$ cat config.mk
export PLATFORM = sky130hd
export DESIGN_NAME = mux_capture
export DESIGN_NICKNAME = d
export VERILOG_FILES = /design/src/rtl/mux_capture.sv
export SDC_FILE = /design/constraint.sdc
export NUM_CORES = 1
export LEC_CHECK = 0
export CAP_MARGIN = 20
export CORE_AREA = 2 2 39 41
export CTS_CLUSTER_SIZE = 12
export DETAILED_ROUTE_END_ITERATION = 8
export DIE_AREA = 0 0 41 43
export PLACE_DENSITY = 0.74
export SYNTH_ARGS = -nofsm -noshare
export SYNTH_HDL_FRONTEND = slang
export SYNTH_SLANG_ARGS = --single-unit
$ cat constraint.sdc
create_clock -name clk -period 1.3 [get_ports clk]
set_input_delay 0.325 -clock clk [delete_from_list [all_inputs] [get_ports clk]]
set_output_delay 0.325 -clock clk [all_outputs]
set_load 0.005 [all_outputs]
$ cat src/rtl/mux_capture.sv
`default_nettype none
// ============================================================================
// Module   : mux_capture
// Brief    : N-channel registered mux capture with manual select or auto-scan;
//            invalid manual selects pulse err. MUX_CAPTURE_ERRCNT_EN adds a
//            saturating 8-bit err_cnt output.
// Revision : 1.0 - initial release
// ============================================================================
module mux_capture #(
    parameter  int N  = 3,
    parameter  int W  = 2,
    localparam int SW = (N > 1) ? $clog2(N) : 1
) (
    input  logic           clk,
    input  logic           rst,
    input  logic [N*W-1:0] idata,
    input  logic [SW-1:0]  sel,
    input  logic           le,
    input  logic           scan,
    output logic [W-1:0]   dout,
    output logic [SW-1:0]  ch,
    output logic           valid,
    output logic           err
`ifdef MUX_CAPTURE_ERRCNT_EN
    ,
    output logic [7:0]     err_cnt
`endif
);

    localparam int           c_NSLOT = 2 ** SW;
    localparam logic [SW:0]  c_N     = (SW + 1)'(N);
    localparam logic [SW-1:0] c_LAST = SW'(N - 1);

    logic [SW-1:0] r_scan_cnt;
    logic [SW-1:0] w_eff;
    logic          w_in_range;
    logic          w_capture;
    logic          w_bad_load;
    logic [W-1:0]  w_chan [c_NSLOT];

    // Pad the channel table to a power of two so any select value indexes safely.
    for (genvar i = 0; i < c_NSLOT; i++) begin : g_chan
        if (i < N) begin : g_real
            assign w_chan[i] = idata[i*W +: W];
        end else begin : g_pad
            assign w_chan[i] = '0;
        end
    end

    assign w_eff      = scan ? r_scan_cnt : sel;
    assign w_in_range = ({1'b0, w_eff} < c_N);
    assign w_capture  = le && w_in_range;
    assign w_bad_load = le && !scan && !w_in_range;

    always_ff @(posedge clk or posedge rst) begin
        if (rst) begin
            dout  <= '0;
            ch    <= '0;
            valid <= 1'b0;
            err   <= 1'b0;
        end else begin
            err <= w_bad_load;
            if (w_capture) begin
                dout  <= w_chan[w_eff];
                ch    <= w_eff;
                valid <= 1'b1;
            end
        end
    end

    always_ff @(posedge clk or posedge rst) begin
        if (rst) begin
            r_scan_cnt <= '0;
        end else if (!scan) begin
            r_scan_cnt <= '0;
        end else if (le) begin
            r_scan_cnt <= (r_scan_cnt == c_LAST) ? '0 : r_scan_cnt + 1'b1;
        end
    end

`ifdef MUX_CAPTURE_ERRCNT_EN
    // Counts in step with err: bumps on the same edge that raises err.
    always_ff @(posedge clk or posedge rst) begin
        if (rst) begin
            err_cnt <= '0;
        end else if (w_bad_load && (err_cnt != 8'hFF)) begin
            err_cnt <= err_cnt + 8'd1;
        end
    end
`endif

endmodule
`default_nettype wire

==> out/metrics.yaml <==
root_buffer: "clkbuf_4"
outcome: "complete, no violations"
fin_util: 0.493
synth_most_common_cell: "dfrtp_1"
path_cells: "clkdlybuf4s50_1 > buf_4 > mux2i_4 > mux2i_1 > o21ai_1"
worstSetupEndpointType: "flip-flop"
first_global_vias: 393
synth_seq_cells: 8
critPathLaunchType: "primary input"
first_pass_iters: 2
min_period_ns: 1.25
rr_endpoint: "dout[1]"
regToRegSetupSlack_ns: 0.16
drtIter0Drc: 6
rsz0062_at_grt: "false"
dp_hpwl_um: 726
die-width_um: 41
fin_crit_sh: 0.961
fillers: 144
drc: 0
multiInputGateArea_um2: 229
final_net_count: 82
numCtsBuffers: 3
die_area_mm2: 0.00176
cap_violations: 0
cts_tree: "yes"
relSlewSlack: 0.795
fmax_mhz: 800
reg2reg_from: "r_scan_cnt[0]"
syn_nets: 57
skew_ns: 0.000684
cts_buffer_depth: 2
synthTopCellsByCount: "dfrtp_1 (8), nand2_1 (4), nor2_1 (4)"
critPathKind: "in2reg"
fin_area_um2: 682
ys_top_cells_by_area: "dfrtp_1 (44%), mux2i_1 (6.6%), mux2i_4 (5.0%)"
yosysTopAreaCellShare: 0.443
ys_warn_count: 0
h-tree-depth: 1
syn_avg_cell_area_um2: 10.0
slew_viol_final: 0
report.final.setup_viol: 0
powerDensity_mw_per_mm2: 912
final_cells: 84
pre_cts_slack_ns: -0.423
io_pins: 18
grt_usage: 0.135
viasPerCell: 4.76
p_leak_nw: 0.304
wl_per_cell_um: 11.4
syn_to_final_growth_pct: 51.0
antenna_found_initial: 0
gp_congestion: 0.720
synth-async-reset-ratio: 1.00
port-buffer-count: 17
rows: 14
ys_seq_area_frac: 0.443
grt_max_degree: 9
hp-class: "in2async"
insertion_delay_ns: 0.24
synth_edf_count: 0
overflow: 0
r2r_cells: 4
ir_drop_mv: 0.544
ys.flop_type: "dfrtp_1"
cp.required_ns: 1.42
layout-drive-gt1-share: 0.176
hold_viol: 0
critPathSlowestCell: "clkdlybuf4s50_1"
n_antenna_cell: 0
core-area_mm2: 0.00138
worst_pin_slew_ns: 0.307
power_uw: 622
ant_nets: 0
path_clk_slew_ns: 0.05
clock_sinks: 8
grt_pass1_wl_mm: 1.56
start_util: 0.326
critical-path-max-stage-delay_ns: 0.42
critPathLaunch: "sel[0]"
die_y_um: 43
regArea_um2: 200
synthDistinctLibCells: 22
synth_top_area_cell: "dfrtp_1"
place_area_um2: 663
num_vias: 400
cp_max_fo: 4
finalWorstSetupSlack_ns: 0.0505
wirelength_um: 956
syn-cell-area_um2: 452
cp_data_arrival_time_ns: 1.37
synthCells: 45
place_inst: 81
[sequential cells by signal, summed over array words and instances (netlist names)]
signal	cells
r_scan_cnt	2
valid	1
dout	2
ch	2
err	1
[metrics by stage]
step	setup TNS, ns	hold WS, ns
floorplan	0	0.141
global placement	-1.86	0.453
detailed placement	-1.99	0.457
CTS	0	0.327
global route	0	0.355
finish	0	0.327
[critical path, delay by kind of cell]
kind,cells,cell delay (ns)
AOI/OAI and AO/OA,1,0.07
buffers and inverters,2,0.58
muxes,2,0.40
[metal layers]
layer | global-route usage | wire length (um) | up-vias
li1 | - | - | 202
met1 | 0.183 | 453 | 187
met2 | 0.184 | 435 | 11
met3 | 0.0366 | 68 | 0
met4 | 0.0800 | 0 | 0
met5 | 0 | 0 | -
[repair_timing]
action | 4_1_cts | 5_1_grt
hold buffers | 0 | 0
setup endpoints to repair | 11 | 1
setup buffers | 0 | 0
gates cloned | 0 | 0
hold endpoints to repair | 0 | 0
resized for setup | 7 | 1
[area by class of cell]
cell class	instances	area share
timing repair buffer	22	0.292
multi-input combinational	32	0.336
sequential	8	0.294
tap	16	0.0294
clock buffer	3	0.0330
inverter	3	0.0165
[layout by cell type (no fill, tap or decap), types with 2 or more instances in the layout]
| master | Yosys | layout |
|---|---|---|
| nor2b_1 | 2 | 2 |
| nor2_1 | 4 | 4 |
| nand3_1 | 2 | 2 |
| nand2_1 | 4 | 4 |
| nor3_1 | 2 | 2 |
| dfrtp_1 | 8 | 8 |
| clkbuf_4 | 0 | 3 |
| inv_1 | 3 | 3 |
| nor3b_1 | 3 | 2 |
| clkdlybuf4s50_1 | 0 | 10 |
| mux2i_1 | 3 | 3 |
| a21boi_0 | 2 | 2 |
| buf_4 | 0 | 5 |
| dlygate4sd2_1 | 0 | 7 |
[logic make-up (layout without fill, tap and decap cells)]
logic type,Yosys count,in the layout,synth area share
compound gates,8,8,0.133
buf+inv,5,28,0.0609
flops,8,8,0.443
mux,4,4,0.116
simple gates,20,20,0.247
[report_power, final]
group | switching, mW | internal [mW] | total (mW)
registers | 0.0182 | 0.272 | 0.291
clock network | 0.0719 | 0.105 | 0.177
logic | 0.0618 | 0.0928 | 0.155
total | 0.152 | 0.470 | 0.622
[how the worst max path moves through the flow]
stage / to / slack [ns] / cells past startpoint
2_1_floorplan: dout[0] / 0.24 / 4
3_3_place_gp: dout[0] / -0.41 / 4
3_5_place_dp: dout[0] / -0.42 / 4
4_1_cts: dout[0] / 0.05 / 5
5_1_grt: dout[0] / 0.002 / 5
6_report: dout[0] / 0.05 / 5
Note: power is estimated with default switching activity, not from simulation.
